**src/rtl/mips16_ex_pkg.sv**
```systemverilog
// Shared types for the MIPS16 multi-cycle execute stage: opcodes, FSM states and sideband layout.
package mips16_ex_pkg;

  typedef enum logic [3:0] {
    OP_NOP = 4'd0,
    OP_ADD = 4'd1,
    OP_SUB = 4'd2,
    OP_AND = 4'd3,
    OP_OR  = 4'd4,
    OP_XOR = 4'd5,
    OP_SLL = 4'd6,
    OP_SRL = 4'd7,
    OP_SRA = 4'd8,
    OP_LUI = 4'd9,
    OP_MUL = 4'd10
  } ex_op_e;

  typedef enum logic [1:0] {
    ST_IDLE = 2'd0,
    ST_MUL  = 2'd1,
    ST_DONE = 2'd2
  } ex_state_e;

  localparam int EX_DEF_DATA_W     = 16;
  localparam int EX_DEF_REG_ADDR_W = 3;

  // Sideband layout for the default configuration; the stage mirrors it at its own widths.
  typedef struct packed {
    logic [EX_DEF_REG_ADDR_W-1:0] dest;
    logic                         wb_en;
    logic [1:0]                   mem_ctrl;
    logic [EX_DEF_DATA_W-1:0]     store_data;
  } ex_side_t;

endpackage

```
**src/rtl/mips16_ex_alu.sv**
```systemverilog
// Combinational single-cycle ALU; MUL and undefined codes yield zero here.
module mips16_ex_alu
  import mips16_ex_pkg::*;
#(
  parameter int DATA_W = 16
) (
  input  logic [3:0]        op_i,
  input  logic [DATA_W-1:0] a_i,
  input  logic [DATA_W-1:0] b_i,
  output logic [DATA_W-1:0] result_o
);

  localparam int SH_W = $clog2(DATA_W);

  logic [SH_W-1:0] sh_amt;
  assign sh_amt = b_i[SH_W-1:0];

  always_comb begin
    result_o = '0;
    case (op_i)
      OP_ADD:  result_o = a_i + b_i;
      OP_SUB:  result_o = a_i - b_i;
      OP_AND:  result_o = a_i & b_i;
      OP_OR:   result_o = a_i | b_i;
      OP_XOR:  result_o = a_i ^ b_i;
      OP_SLL:  result_o = a_i << sh_amt;
      OP_SRL:  result_o = a_i >> sh_amt;
      OP_SRA:  result_o = $signed(a_i) >>> sh_amt;
      OP_LUI:  result_o = b_i << (DATA_W / 2);
      default: result_o = '0;
    endcase
  end

endmodule

```
**src/rtl/mips16_ex_stage_mc.sv**
```systemverilog
// Multi-cycle EX stage: one-cycle ALU ops, DATA_W-step shift-add multiply, valid/ready on both sides.
module mips16_ex_stage_mc
  import mips16_ex_pkg::*;
#(
  parameter int DATA_W     = 16,
  parameter int REG_ADDR_W = 3
) (
  input  logic                  clk,
  input  logic                  rst,
  input  logic                  in_valid,
  output logic                  in_ready,
  input  logic [3:0]            in_alu_op,
  input  logic [DATA_W-1:0]     in_src_a,
  input  logic [DATA_W-1:0]     in_src_b,
  input  logic [REG_ADDR_W-1:0] in_dest,
  input  logic                  in_wb_en,
  input  logic [1:0]            in_mem_ctrl,
  input  logic [DATA_W-1:0]     in_store_data,
  output logic                  out_valid,
  input  logic                  out_ready,
  output logic [DATA_W-1:0]     out_result,
  output logic [DATA_W-1:0]     out_store_data,
  output logic [REG_ADDR_W-1:0] out_dest,
  output logic                  out_wb_en,
  output logic [1:0]            out_mem_ctrl,
  output logic [REG_ADDR_W-1:0] ex_op_dest,
  output logic                  busy
);

  localparam int CNT_W = $clog2(DATA_W);
  localparam logic [CNT_W-1:0] CNT_LAST = CNT_W'(DATA_W - 1);

  typedef struct packed {
    logic [REG_ADDR_W-1:0] dest;
    logic                  wb_en;
    logic [1:0]            mem_ctrl;
    logic [DATA_W-1:0]     store_data;
  } side_t;

  ex_state_e         state_q;
  logic [DATA_W-1:0] mul_a_q, mul_b_q, acc_q, acc_d;
  logic [CNT_W-1:0]  cnt_q;
  side_t             mul_side_q, out_side_q, in_side;
  logic              out_valid_q;
  logic [DATA_W-1:0] out_result_q, alu_result;
  logic              out_free, accept;

  assign in_side  = '{dest: in_dest, wb_en: in_wb_en, mem_ctrl: in_mem_ctrl, store_data: in_store_data};
  assign out_free = !out_valid_q || out_ready;
  // rst gates in_ready so nothing is accepted while reset is held low.
  assign in_ready = rst && (state_q == ST_IDLE) && out_free;
  assign accept   = in_valid && in_ready;
  assign acc_d    = acc_q + (mul_b_q[0] ? mul_a_q : '0);

  mips16_ex_alu #(.DATA_W(DATA_W)) u_alu (
    .op_i    (in_alu_op),
    .a_i     (in_src_a),
    .b_i     (in_src_b),
    .result_o(alu_result)
  );

  always_ff @(posedge clk or negedge rst) begin
    if (!rst) begin
      state_q      <= ST_IDLE;
      mul_a_q      <= '0;
      mul_b_q      <= '0;
      acc_q        <= '0;
      cnt_q        <= '0;
      mul_side_q   <= '0;
      out_valid_q  <= 1'b0;
      out_result_q <= '0;
      out_side_q   <= '0;
    end else begin
      // A drain clears the entry; a load later in this block overrides it.
      if (out_valid_q && out_ready) begin
        out_valid_q  <= 1'b0;
        out_result_q <= '0;
        out_side_q   <= '0;
      end
      case (state_q)
        ST_IDLE: begin
          if (accept) begin
            if (in_alu_op == OP_MUL) begin
              state_q    <= ST_MUL;
              mul_a_q    <= in_src_a;
              mul_b_q    <= in_src_b;
              acc_q      <= '0;
              cnt_q      <= '0;
              mul_side_q <= in_side;
            end else begin
              out_valid_q  <= 1'b1;
              out_result_q <= alu_result;
              out_side_q   <= in_side;
            end
          end
        end
        ST_MUL: begin
          acc_q   <= acc_d;
          mul_a_q <= mul_a_q << 1;
          mul_b_q <= mul_b_q >> 1;
          cnt_q   <= cnt_q + CNT_W'(1);
          if (cnt_q == CNT_LAST) state_q <= ST_DONE;
        end
        ST_DONE: begin
          if (out_free) begin
            out_valid_q  <= 1'b1;
            out_result_q <= acc_q;
            out_side_q   <= mul_side_q;
            state_q      <= ST_IDLE;
          end
        end
        default: state_q <= ST_IDLE;
      endcase
    end
  end

  always_comb begin
    ex_op_dest = '0;
    if ((state_q != ST_IDLE) && mul_side_q.wb_en) ex_op_dest = mul_side_q.dest;
    else if (out_valid_q && out_side_q.wb_en)     ex_op_dest = out_side_q.dest;
  end

  assign busy           = (state_q == ST_MUL);
  assign out_valid      = out_valid_q;
  assign out_result     = out_result_q;
  assign out_store_data = out_side_q.store_data;
  assign out_dest       = out_side_q.dest;
  assign out_wb_en      = out_side_q.wb_en;
  assign out_mem_ctrl   = out_side_q.mem_ctrl;

endmodule

```
**config.mk**
```make
export PLATFORM = sky130hd
export DESIGN_NAME = mips16_ex_stage_mc
export DESIGN_NICKNAME = d
export VERILOG_FILES = /design/src/rtl/mips16_ex_pkg.sv /design/src/rtl/mips16_ex_alu.sv /design/src/rtl/mips16_ex_stage_mc.sv
export SDC_FILE = /design/constraint.sdc
export NUM_CORES = 1
export LEC_CHECK = 0
export ABC_CLOCK_PERIOD_IN_PS = 4400
export BUFFER_PORTS_ARGS = -buffer_cell sky130_fd_sc_hd__buf_2
export CORE_AREA = 2 2 127 129
export DETAILED_ROUTE_END_ITERATION = 7
export DIE_AREA = 0 0 129 131
export PLACE_DENSITY = 0.87
export RECOVER_POWER = 50
export SLEW_MARGIN = 20
export SYNTH_ARGS = -nofsm -noshare
export SYNTH_HDL_FRONTEND = slang
export SYNTH_SLANG_ARGS = --single-unit
```
**constraint.sdc**
```tcl
create_clock -name clk -period 4.4 [get_ports clk]
set_input_delay 0.66 -clock clk [delete_from_list [all_inputs] [get_ports clk]]
set_output_delay 0.66 -clock clk [all_outputs]
set_load 0.005 [all_outputs]
```
Word-level counts from Yosys, hierarchy flattened --
Cells that the tools add are included.
Cells by class: add/subtract/negate cells 4, eq/ne operators 17, shift operators 3, multiplexer cells 36, bitwise operators 3, reductions and logical operators 14
Operators by type and width (count):
- 2-to-1 mux 16 bit | 11
- case mux 16 bit (9 select lines) | 1
- case mux 16 bit (2 select lines) | 4
- 2-to-1 mux 22 bit | 4
- case mux 22 bit (2 select lines) | 1
- adder 16 bit | 2
- bitwise AND 16 bit | 1
- == test 4 x 3 -> 1 bit (second input constant) | 4
- == test 4 bit (second input constant) | 4
- OR 16 bit | 1
- left shift 16 x 4 -> 16 bit | 1
- right shift 16 x 4 -> 16 bit | 1
- >>> shifter 16 x 4 -> 16 bit | 1
- subtractor 16 bit | 1
- bitwise XOR 16 bit | 1
- == test 4 x 2 -> 1 bit (second input constant) | 2
- 2-to-1 mux 2 bit | 4
- 2-to-1 mux 4 bit | 2
- case mux 4 bit (2 select lines) | 1
- logical AND 1 bit | 6
- 2-to-1 mux 3 bit | 2
- case mux 2 bit (3 select lines) | 1
- AND reduction 3 bit | 2
- adder 4 x 1 -> 4 bit (second input constant) | 1
- other kinds (12) | 18
Word-level totals: register bits 115, bits of input ports 62, output and inout port bits 44

Logic depth before layout (Yosys ltp) --
Gate-level depths: netlist (run 1).
depth after elaboration 6, depth in mapped cells 15, mapped depth without buffers 13

Modules after synthesis --
Synthesis (run 1) repeated with hierarchy kept, for this count alone.
Unflattened totals: cell total of the unflattened synthesis 1178, area total of the unflattened synthesis 9819.4 um^2
Modules (own cells, without submodules):
- mips16_ex_stage_mc | times used 1, cells an instance 680, area each 6154.7 um^2, sequential area each 2877.8 um^2
- mips16_ex_alu | times used 1, cells an instance 498, area each 3664.8 um^2, sequential area each 0.0 um^2

Least setup slack after synthesis (run 1) --
OpenSTA, ideal clock, no wires.
kind in2reg, start point input port in_alu_op[2], end point register out_result_q[15] (netlist: out_result[15]), setup time 140 ps, data arrival time 3591 ps, required time 4260 ps, setup slack 670 ps, cell stages on the path 14, cells stage by stage clkbuf_8 clkbuf_1 nor3_1 clkbuf_1 nor2_1 xnor2_1 ha_1 o21a_1 o31a_1 o31a_1 o41ai_2 o21ai_0 xnor2_1 o221ai_1
On the way: longest elaborated chain between the ends 5
Ends and longest elaborated chain:
- start: declaration | line mips16_ex_stage_mc.sv:12 | input logic [3:0] in_alu_op,
- == test 4 bit, or another cell as far along | line mips16_ex_alu.sv:20 | case (op_i)
- case mux 16 bit (9 select lines) | line mips16_ex_alu.sv:20
- 2-to-1 mux 16 bit * | line mips16_ex_stage_mc.sv:83 | if (in_alu_op == OP_MUL) begin
- 2-to-1 mux 16 bit * | line mips16_ex_stage_mc.sv:82 | if (accept) begin
- case mux 16 bit (2 select lines) * | line mips16_ex_stage_mc.sv:80 | case (state_q)
- end signal: assignment | line mips16_ex_stage_mc.sv:92 | out_result_q <= alu_result;
- end signal: assignment | line mips16_ex_stage_mc.sv:107 | out_result_q <= acc_q;
- end: declaration | line mips16_ex_stage_mc.sv:45 | logic [DATA_W-1:0] out_result_q, alu_result;
Every way passes the cells marked *; elsewhere a longest branch is shown, timed or not. A chain may end at the register's enable or synchronous reset.

Final worst setup path (run 1) --
start point input port in_alu_op[1], end point register out_result_q[15] (netlist: out_result[15])
The elaborated chain is that of the path after synthesis.

==> results.md, run 1 <==
- The run finished, with violations left.
- The final reports fail on capacitance limit, slew limit.
- The count of buffers added on input and output ports is 105.
- The slew at the pin closest to its max-slew limit is 1.59 ns.
- The area of placed instances is 9800 um^2.
- The insertion delay to the later sink of the worst-skew pair is 0.43 ns.
- For this run, the top clock speed supported by timing is 0.290 GHz.
- The count of unique library cells instantiated by Yosys is 82.
- STA puts the critical path data required time at 4.67 ns.
- The dominant register cell in the synthesized netlist is dfrtp_1.
- The final critical delay including setup and external delays is 3.45 ns.
- The critical path in this run is classified as primary input to register.
- After clock tree synthesis, the setup repair step added 0 buffers.
- The critical path goes through buf_2, nand2b_1, nor3_1, mux2_2, inv_1, ha_1, nor2b_1, o31a_1, o31a_1, o41ai_2, o21ai_0, xnor2_1, o221ai_1.
- The startpoint identified for the worst register-to-register timing path is mul_b_q[0]$_DFFE_PN0P_.
- The post-route worst hold slack is 0.173 ns.
- The first TritonRoute pass finished after 8 iterations.
- Setup total negative slack on the finished layout was measured at 0 ns.
- The number of instances resized during post-cts repair is 0.
- The netlist area before placement is 9220 um^2.
- The share of final-layout standard cells stronger than drive strength 1 is 16.9%.
- The CTS tree is built.
- For this configuration, the core starts out at a cell density of 59.1%.
- The synthesized design spends more area on one cell type than any other, namely dfrtp_1.
- The number of nets in the synthesized netlist is 1157.
- Overall power consumption after layout is estimated at 5.06 mW.
- The number of flops mapped to enable cells by yosys is 0.
- The tool flagged a number of max-cap violations equal to 1.
- The worst relative slew slack is -6.33%.
- On the worst path, the slowest cell contributes a delay of 0.42 ns.
- The count of hold buffers inserted by post-cts repair is 0.
- The initialized floorplan defines 46 standard-cell rows.
- In the routed layout, each cell is associated on average with a via count of 6.74.
- The core region is 15600 um^2.
- The master of the slowest instance on the critical path is o41ai_2.
- The total DRC errors in the routed layout is 0.
- CTS built an H-tree with a depth of 4.
- The number of cells on the worst reg-to-reg path is 9.
- The maximum clock skew at final layout is 0.0102 ns.
- The die is 131 um tall.
- The number of global-route vias before repair is 8388.
- The overall via count from detail_route is 9014.
- The kind of capture point of the worst setup path is a register.
- The cell that appears most often on the critical path is o31a_1.
- The clock-pin slew on the worst setup and hold paths is 0.06 ns.
- The number of placed instances with taps included is 1305.
- The power density relative to cell area is 491 nW/um^2.
- STA classifies the critical path startpoint as a primary input.
- Timing analysis after detailed placement gives a worst setup slack of 0.588 ns.
- The number of setup violations in the final report is 0.
- The total die area is 16900 um^2.
- The routed wire length per instance is 22.1 um.
- Counting every sink on the clock net gives 115.
- The worst setup slack after layout is 0.950 ns.
- The final layout net count is 1237.
- Measured on the finished design, the core utilization comes to 66.1%.
- In the post-synthesis netlist, the biggest area contributors are dfrtp_1, ha_1, o21ai_0, a21oi_1, mux2_2.
- Setup repair after global routing left no endpoint under its margin.
- In this run, synthesis produced a sequential element count of 115.
- The total routing usage reported by global routing is 35.4%.
- The synthesized area divided by synthesized cell count is 8.97 um^2.
- The non-filler instance count after layout is 1337.
- The type of the worst min-delay path is primary input to asynchronous set/reset pin.
- The part of the Yosys area used for sequential elements is 31.2%.
- The maximum number of pins on one net before global-route repair is 71.
- The first-pass GRT wire length is 45.8 mm.
- 106 I/O pins were placed.
- The worst register-to-register path has a setup slack of 1.39 ns.
- Along the worst path, the maximum fanout reaches 19.
- The endpoint of the worst register-to-register path is acc_q[15]$_DFFE_PN0P_.
- The die width is 129 um.
- The total wire length is 29.5 mm.
- The total count of hold-check failures in the final report is 0.
- The number of max-slew violations in the final report is 63.
- The synthesized netlist cell count is 1028.
- The analysis attributes to cell leakage a power of 4.84 nW.
- Yosys printed 0 warnings.
- In the layout the commonest cells are dfrtp_1, nand2_1, o21ai_0, nor2_1, buf_2.
- The count of inserted antenna diode cells is 0.
- From synthesis to final layout, the design area changed by 11.8%.
- The worst endpoint data arrival time is 3.72 ns.
- The clock buffer count from CTS is 17.
- After synthesis, the share of flip-flops with an asynchronous set or reset is 100%.
- The final antenna-violating net count is 0.
- The remaining global-route overflow is 0.
- In this run the clock root is driven by a clkbuf_16.
- The post-route cell area is 10300 um^2.
- The worst path uses 78.4% of the clock period.
- In this run the biggest area consumer among cell types represents 31.2% of the synthesized area.
- The initial antenna violation count is 0.
- The first routing iteration left 1228 violations.
- The maximum count of clock buffers along a single path is 2.
- The worst-case vdd ir drop is 0.000410 V.
- The most frequent standard cell in the layout excluding fill and tap cells is dfrtp_1.
- The HPWL after detailed placement is 21.0 mm.
- Routability-driven placement finished with a final weighted congestion of 1.08.
cell usage after synthesis (9+ instances only):
master	count
a211oi_1	16
a221o_1	13
a22oi_1	22
mux2_2	30
nor2_1	79
inv_1	62
ha_1	65
a22o_1	9
and2_1	16
a222oi_1	28
nand2b_1	17
clkbuf_1	33
dfrtp_1	115
a31oi_1	9
nand3_1	21
nor2b_1	10
nor3_1	17
mux4_2	9
xor2_1	10
mux2i_1	22
nand2_1	85
buf_2	12
xnor2_1	25
o21ai_0	78
a21oi_1	75
layer usage:
metal | wire (um) | vias to the layer above | GRT usage (%)
li1 | - | 4007 | -
met1 | 11600 | 4308 | 47.8
met2 | 13100 | 596 | 54.1
met3 | 3340 | 103 | 9.45
met4 | 1390 | 0 | 15.2
met5 | 0 | - | 0
where the power goes:
part,internal (mW),switching [mW]
logic,0.792,1.16
clock network,0.732,0.564
registers,1.45,0.366
registers in the layout (all words and copies together), names as in the netlist:
| name | flops |
|---|---|
| out_wb_en | 1 |
| out_store_data | 16 |
| cnt_q | 4 |
| acc_q | 16 |
| out_dest | 3 |
| mul_side_q | 22 |
| out_valid | 1 |
| mul_b_q | 16 |
| mul_a_q | 16 |
| out_mem_ctrl | 2 |
| out_result | 16 |
| state_q | 2 |
worst max-delay path: cells and delay by family:
kind,cells,cell delay [ns]
adder cells (fa/ha/maj),1,0.21
AND/OR/NAND/NOR,3,0.56
XOR/XNOR,1,0.19
multiplexers,1,0.40
buffers and inverters,2,0.37
AO/OA/AOI/OAI,5,1.31
layout make-up:
cell class | count | area, um^2
Clock inverter | 15 | 123
Tap cell | 216 | 270
Multi-Input combinational cell | 787 | 5750
Fill cell | 1282 | 5290
Clock buffer | 17 | 425
Timing Repair Buffer | 124 | 631
Inverter | 63 | 236
Sequential cell | 115 | 2880
kinds of logic (layout without fill, tap and decap cells):
logic type               count (synthesis)  in the layout  share of synthesized area [%]
buffers and inverters                  126            219                           6.73
AO/OA/AOI/OAI                          330            330                           24.4
multiplexers                            66             66                           9.67
XOR/XNOR                                35             35                           3.32
AND/OR/NAND/NOR                        289            289                           15.4
flip-flops                             115            115                           31.2
adder cells (fa/ha/maj)                 67             67                           9.25
worst max path at each step:
| stage | cells after the start | end | startpoint | slack (ns) |
|---|---|---|---|---|
| 2_1_floorplan | 14 | out_result[15]$_DFF_PN0_ | in_alu_op[2] | 0.67 |
| 3_3_place_gp | 13 | out_result[15]$_DFF_PN0_ | in_alu_op[1] | 0.74 |
| 3_5_place_dp | 13 | out_result[15]$_DFF_PN0_ | in_alu_op[1] | 0.59 |
| 4_1_cts | 13 | out_result[15]$_DFF_PN0_ | in_alu_op[1] | 1.02 |
| 5_1_grt | 14 | out_result[15]$_DFF_PN0_ | in_alu_op[1] | 0.67 |
| 6_report | 13 | out_result[15]$_DFF_PN0_ | in_alu_op[1] | 0.95 |
No activity file was read; power rests on OpenSTA's default activity.
==> inputs of run 2 (changes only) <==
Settings changed: ABC_CLOCK_PERIOD_IN_PS 4400 to 2800, CORE_AREA 2 2 127 129 to 2 2 134 136, DIE_AREA 0 0 129 131 to 0 0 136 138, PLACE_DENSITY 0.87 to 0.83.
Clock period 4.4 ns to 2.8 ns, I/O delays scaled along.
==> results.md, run 2 (same netlist as run 1, synthesis figures left out) <==
- The number of clock sinks is 115.
- The cell depth of the worst hold path is 3.
- The detail route stage leaves a number of antenna-violating nets equal to 0.
- The number of H-tree branching levels is 4.
- The depth of the critical timing path with buffers and inverters included is 14.
- Headroom to the max-slew limit came out at 21.8%.
- The run finished, with violations left.
- The floorplan step defined a die boundary enclosing 18800 um^2.
- The first-iteration detailed-routing DRC count is 1154.
- The met3 demand-to-capacity share in global routing is 7.08%.
- The number of max-slew violations in the final report is 0.
- At the worst endpoint, the required time is 3.14 ns.
- Clock-pin slew was measured on the worst setup and hold paths at 0.07 ns.
- In this run the vertical extent of the chip is 138 um.
- At the later pin of the worst-skew pair, clock insertion delay measures 0.42 ns.
- The number of placed I/O pins is 106.
- For the pin with the worst max-slew slack, the measured transition is 1.17 ns.
- The total count of hold-check failures in the final report is 0.
- For this run, the detailed router's first-pass iteration total came to 8.
- The power density relative to cell area is 763 nW/um^2.
- The initial antenna violation count was 1.
- The mean number of vias per cell is 6.57.
- The met1 usage is 44.3%.
- The routed design could run at a clock period as short as 2.72 ns.
- The count of inserted antenna diode cells is 0.
- The min-delay analysis places its worst path in the category primary input to register.
- The final estimated routing congestion in global placement is 1.05.
- The maximum clock skew at final layout is 0.00996 ns.
- The last element of the critical path is out_result[14]$_DFF_PN0_.
- The critical path goes through buf_2, nor4_4, buf_4, and3_4, a41oi_2, xnor2_1, ha_1, a21oi_2, o22ai_2, nor4_1, a21oi_1, xor2_1, nand2_1, a32oi_1.
- Clock tree synthesis selected as its root buffer the cell clkbuf_16.
- The most frequent standard cell in the layout excluding fill and tap cells is dfrtp_1.
- The most critical setup path has its startpoint at in_src_b[2].
- For this design the static power due to leakage is 5.28 nW.
- The maximum count of clock buffers along a single path is 2.
- The routed design has 31.6 mm of wire.
- Summing over every cut layer, the via total after detailed routing is 9353.
- Measured in cells, the most critical reg-to-reg path has a length of 8.
- Along the worst path, the maximum fanout reaches 3.
- The number of setup violations in the final report is 0.
- The total routing usage reported by global routing is 33.6%.
- The number of global-route vias before repair is 9105.
- The met2 usage in global routing is 52.9%.
- The post-route cell area is 11200 um^2.
- The most flop-heavy register is mul_side_q.
- The clock buffer count from CTS is 17.
- The share of final-layout standard cells stronger than drive strength 1 is 24.0%.
- After detailed routing, the average wire length per cell comes to 22.2 um.
- Setup repair after global routing could not meet its margin everywhere.
- The startpoint-to-endpoint class of the critical path is primary input to register.
- The area growth from synthesis to layout is 21.0%.
- In this run the cell area measured after placement is 10500 um^2.
- The kind of capture point of the worst setup path is a register.
- The highest cell delay on the worst timing path is 0.35 ns.
- The non-filler instance count after layout is 1423.
- In the layout the commonest cells are dfrtp_1, nand2_1, buf_4, buf_2, nor2_1.
- The master of the slowest instance on the critical path is ha_1.
- The post-route setup TNS is 0 ns.
- The worst-case vdd ir drop is 0.000570 V.
- The quantity of I/O buffers inserted on ports is 105.
- The total DRC errors in the routed layout is 9.
- On the critical path the largest part of the delay comes from simple AND/OR/NAND/NOR gates.
- The worst flop-to-flop path startpoint is state_q[0]$_DFFE_PN0P_.
- The HPWL after detailed placement is 23.1 mm.
- Max-cap violations in this run came to 0.
- The final layout contains 1310 nets.
- The flip-flop count of the largest register, all copies and words added is 22.
- The endpoint of the worst register-to-register path is cnt_q[2]$_DFFE_PN0P_.
- The number of placed instances with taps included is 1389.
- The die is 136 um wide.
- The initial core utilization is 52.6%.
- For this run, the top clock speed supported by timing is 0.367 GHz.
- The worst setup path is launched from a primary input.
- The total overflow left after global routing is 0.
- The number of buffer and inverter stages on the critical path is 2.
- The worst register-to-register path has a setup slack of 0.11 ns.
- The floorplan step defined a core boundary enclosing 17500 um^2.
- The first-pass GRT wire length is 49.2 mm.
- At the worst endpoint, the arrival time is 3.06 ns.
- The fraction of the cycle the final worst path needs is 97.2%.
- The layer flagged by global routing as most heavily used is met2.
- The final reports fail on DRC.
- In this run the core area contains 49 standard-cell rows.
- The CTS tree is built.
- Entering global routing, the biggest net connects 61 pins.
- The post-route worst hold slack is 0.247 ns.
-- run 2: cell types whose count changed in the layout (fill, tap and decap cells not counted), moves of 4 or more --
cell / previous run / this run
a21oi_1: 75 / 71
o21ai_0: 78 / 71
nor2_1: 77 / 73
o21ai_1: 1 / 6
buf_4: 18 / 84
ha_1: 65 / 61
-- run 2: stage by stage --
step | total power [mW] | worst slack, ns | util (%)
2_1_floorplan | 4.82 | -0.292 | -
5_1_grt | 9.00 | -0.0408 | 63.7
3_3_place_gp | 5.87 | -0.280 | 59.6
3_5_place_dp | 6.03 | -0.366 | 59.6
6_report | 8.52 | 0.0774 | 63.7
4_1_cts | 8.46 | 0.0115 | 63.3
-- run 2: how the worst min path moves through the flow --
stage	startpoint	end
after floorplan	rst	acc_q[0]$_DFFE_PN0P_
after global routing	in_store_data[11]	mul_side_q[11]$_DFFE_PN0P_
final	in_store_data[2]	out_store_data[2]$_DFF_PN0_
after CTS	in_store_data[2]	out_store_data[2]$_DFF_PN0_
after global placement	rst	out_result[0]$_DFF_PN0_
after detailed placement	rst	out_result[0]$_DFF_PN0_
-- run 2: power breakdown --
group	leakage, nW	internal, mW	total (mW)	switching (mW)
registers	1.50	2.27	2.83	0.561
clock network	0.310	1.45	2.35	0.899
logic	3.47	1.40	3.34	1.95
-- run 2: layer usage --
layer	vias to the layer above	share of wire [%]
met5	-	0
met4	0	5.1
met3	135	10
met2	597	45
met1	4457	39
li1	4164	-
-- run 2: final cells by class --
class                           instances  area, um^2
Fill cell                            1439        6370
Multi-Input combinational cell        787        5900
Timing Repair Buffer                  197        1220
Clock buffer                           17         425
Clock inverter                         15         211
Tap cell                              229         287
Inverter                               63         239
Sequential cell                       115        2880
-- run 2: worst min-delay path, stage by stage --
cell and delay [ns]:
buf_2 0.09, a222oi_1 0.08, inv_1 0.05
-- run 2: what timing repair did --
item                                    in CTS  in global routing
hold endpoints to repair                     1                  0
resized for setup                            1                 23
hold buffers                                 1                  0
endpoints found under the setup margin       2                 10
buffers inserted                             0                  1
pin swaps                                    0                 11
==> inputs of run 3 (changes only) <==
Settings changed: CORE_AREA 2 2 134 136 to 2 2 132 134, CTS_BUF_LIST set to sky130_fd_sc_hd__clkbuf_4, DIE_AREA 0 0 136 138 to 0 0 134 136, PLACE_DENSITY 0.83 to 0.85, TNS_END_PERCENT set to 1.
==> results.md, run 3 (same netlist as run 1, synthesis figures left out) <==
- 106 I/O pins were placed.
- Summed over all layers, the global routing overflow is 0.
- The final reports fail on DRC.
- The count of buffers added on input and output ports is 105.
- The final estimated routing congestion in global placement is 1.01.
- After layout, the design draws a total of 7.60 mW.
- The final antenna-violating net count is 0.
- The total count of hold-check failures in the final report is 0.
- The area growth from synthesis to layout is 17.6%.
- The most frequent standard cell in the layout excluding fill and tap cells is dfrtp_1.
- The first global-routing pass estimated 48.8 mm of wire.
- The number of clock sinks is 115.
- The tree is rooted in a clkbuf_4.
- The floorplan step defined a die boundary enclosing 18200 um^2.
- The maximum number of pins on one net before global-route repair is 68.
- The maximum fanout count along the critical path is 3.
- At the worst endpoint, the arrival time is 3.17 ns.
- The clock-pin slew on the worst setup and hold paths is 0.13 ns.
- The insertion delay to the later sink of the worst-skew pair is 0.57 ns.
- The tightest hold path in the finished design has a slack of 0.0838 ns.
- For hold timing, the worst endpoint is mul_side_q[11]$_DFFE_PN0P_.
- The initial utilization of the core area, before any placement, comes to 54.7%.
- After detailed routing, the total wire length is 30.7 mm.
- Max-cap violations in this run came to 0.
- In this run the core area contains 48 standard-cell rows.
- Once detailed placement completed, the half-perimeter wirelength came to 23.3 mm.
- Walking the worst path, the cells encountered are buf_2, nand2b_4, nor3_4, mux2_4, inv_1, ha_1, nor2b_1, o31a_1, o31a_1, o41ai_4, buf_4, xnor2_1, a21oi_1, o21ai_1.
- For this design, the slowest cell found on the critical path is mux2_4.
- The slew at the pin closest to its max-slew limit is 1.22 ns.
- The critical path contains buffers and inverters numbering 3 combined.
- The post-route setup TNS is 0 ns.
- The number of global-route vias before repair is 8881.
- The initial antenna violation count is 0.
- The area inside the core boundary is 16900 um^2.
- The cell repeated most along the worst path is o31a_1.
- The overall via count from detail_route is 9254.
- On the final layout, the worst clock skew is 0.0229 ns.
- In the final layout, the multi-input gates occupy 5800 um^2.
- Setup repair after global routing could not meet its margin everywhere.
- The dominant delay contributor by cell family on the critical path is compound AO/OA/AOI/OAI gates.
- The count of cells along the worst register-to-register path is 10.
- The worst register-to-register path begins at mul_b_q[0]$_DFFE_PN0P_.
- The leakage dissipation is 5.23 nW.
- The worst setup path is launched from a primary input.
- The power density relative to cell area is 701 nW/um^2.
- After the last flow step, the layout net total stands at 1326.
- In the layout the commonest cells are dfrtp_1, buf_4, nand2_1, nor2_1, buf_2.
- Counting instances, the worst hold path has a depth of 2.
- The data required time of the worst path is 3.29 ns.
- The fraction of the cycle the final worst path needs is 95.8%.
- The number of antenna diodes in the final layout is 0.
- The share of final-layout standard cells stronger than drive strength 1 is 23.3%.
- The die outline height is 136 um.
- The worst hold path belongs to the class primary input to register.
- The mean number of vias per cell is 6.45.
- The worst relative slew slack is 18.5%.
- The total DRC errors in the routed layout is 1.
- The number of max-slew violations in the final report came to 0.
- The total routing usage reported by global routing is 34.5%.
- In this run, the number of DRC markers left after iteration 0 of detailed routing was 1221.
- VDD sags by at most 0.000524 V.
- For this run, the share of the core covered by cells in the final layout is 64.2%.
- The clock period could shrink to 2.68 ns.
- The combined flip-flop and latch cell area is 2880 um^2.
- For this run, the detailed router's first-pass iteration total came to 8.
- In this run the register-to-register setup slack is 0.19 ns.
- The die width is 134 um.
- The highest clock rate is 0.373 GHz.
- Counting flops per register, the top entry is mul_side_q.
- The number of H-tree branching levels is 4.
- The routed wire length per instance is 21.4 um.
- The register with the most flip-flops in the layout has 22 of them.
- The run finished, with violations left.
- The worst hold path begins at in_store_data[11].
- The largest single stage delay on the critical path is 0.35 ns.
- The endpoint of the worst register-to-register path is acc_q[14]$_DFFE_PN0P_.
- The worst setup path is captured at a register.
- The maximum count of clock buffers along a single path is 2.
- The critical path is of the primary input to register type.
- The number of setup violations in the final report is 0.
- The clock buffer count from CTS is 17.
- TritonCTS built the clock tree.
- Fill cells in the final layout number 1377.
run 3: cell types whose count changed in the layout (fill, tap and decap cells not counted), moves of 3 or more:
| cell | previous run | this run |
|---|---|---|
| clkbuf_4 | 0 | 17 |
| nor2_1 | 73 | 78 |
| ha_2 | 3 | 0 |
| ha_1 | 61 | 65 |
| nor2_2 | 6 | 2 |
| a21oi_2 | 4 | 1 |
| a21oi_1 | 71 | 75 |
| buf_4 | 84 | 102 |
| o21ai_0 | 71 | 75 |
| clkbuf_16 | 17 | 0 |
run 3: worst max-delay path by stage:
stage / startpoint / end / cells after the start
after CTS: mul_b_q[0]$_DFFE_PN0P_ / acc_q[14]$_DFFE_PN0P_ / 10
after floorplan: in_alu_op[2] / out_result[15]$_DFF_PN0_ / 13
after detailed placement: in_alu_op[0] / out_result[11]$_DFF_PN0_ / 15
final: in_alu_op[0] / out_result[11]$_DFF_PN0_ / 14
after global routing: in_alu_op[0] / out_result[11]$_DFF_PN0_ / 14
after global placement: in_alu_op[0] / out_result[11]$_DFF_PN0_ / 15
run 3: what timing repair did:
item	4_1_cts	5_1_grt
setup endpoints to repair	0	9
resized for setup	0	10
setup buffers	0	1
endpoints found under the hold margin	36	0
hold buffers	1	0
run 3: power breakdown:
part           total (mW)  switching (mW)  internal [mW]
Clock                1.47           0.805          0.667
Sequential           2.79           0.528           2.26
Combinational        3.34            1.91           1.43
run 3: area by class of cell:
| cell class | instances | share of cell area, % |
|---|---|---|
| multi-input combinational | 787 | 53.5 |
| sequential | 115 | 26.6 |
| timing repair buffer | 213 | 12.1 |
| tap | 225 | 2.60 |
| inverter | 63 | 2.18 |
| clock inverter | 15 | 1.93 |
| clock buffer | 17 | 1.18 |
run 3: worst reg2reg max path, delay by kind of cell, from the launching register on:
| family | cells | cell delay, ns |
|---|---|---|
| DFF | 1 | 0.48 |
| adders and majority gates | 2 | 0.63 |
| AOI/OAI and AO/OA | 5 | 0.89 |
| and+or+nand+nor | 2 | 0.28 |
| muxes | 1 | 0.21 |
run 3: stage by stage:
stage | std cells | worst slack [ns] | area (um^2)
3_5_place_dp | 1401 | -0.476 | 10500
2_1_floorplan | 1028 | -0.306 | 9260
5_1_grt | 1435 | -0.0270 | 10800
3_3_place_gp | 1401 | -0.387 | 10500
4_1_cts | 1434 | 0.118 | 10800
6_report | 1435 | 0.118 | 10800
run 3: per-layer routing:
layer / up-vias / GRT usage, % / wire (um)
li1: 4185 / - / -
met1: 4411 / 47.7 / 12800
met2: 575 / 52.2 / 13600
met3: 83 / 7.79 / 3180
met4: 0 / 14.2 / 1160
met5: - / 0 / 0
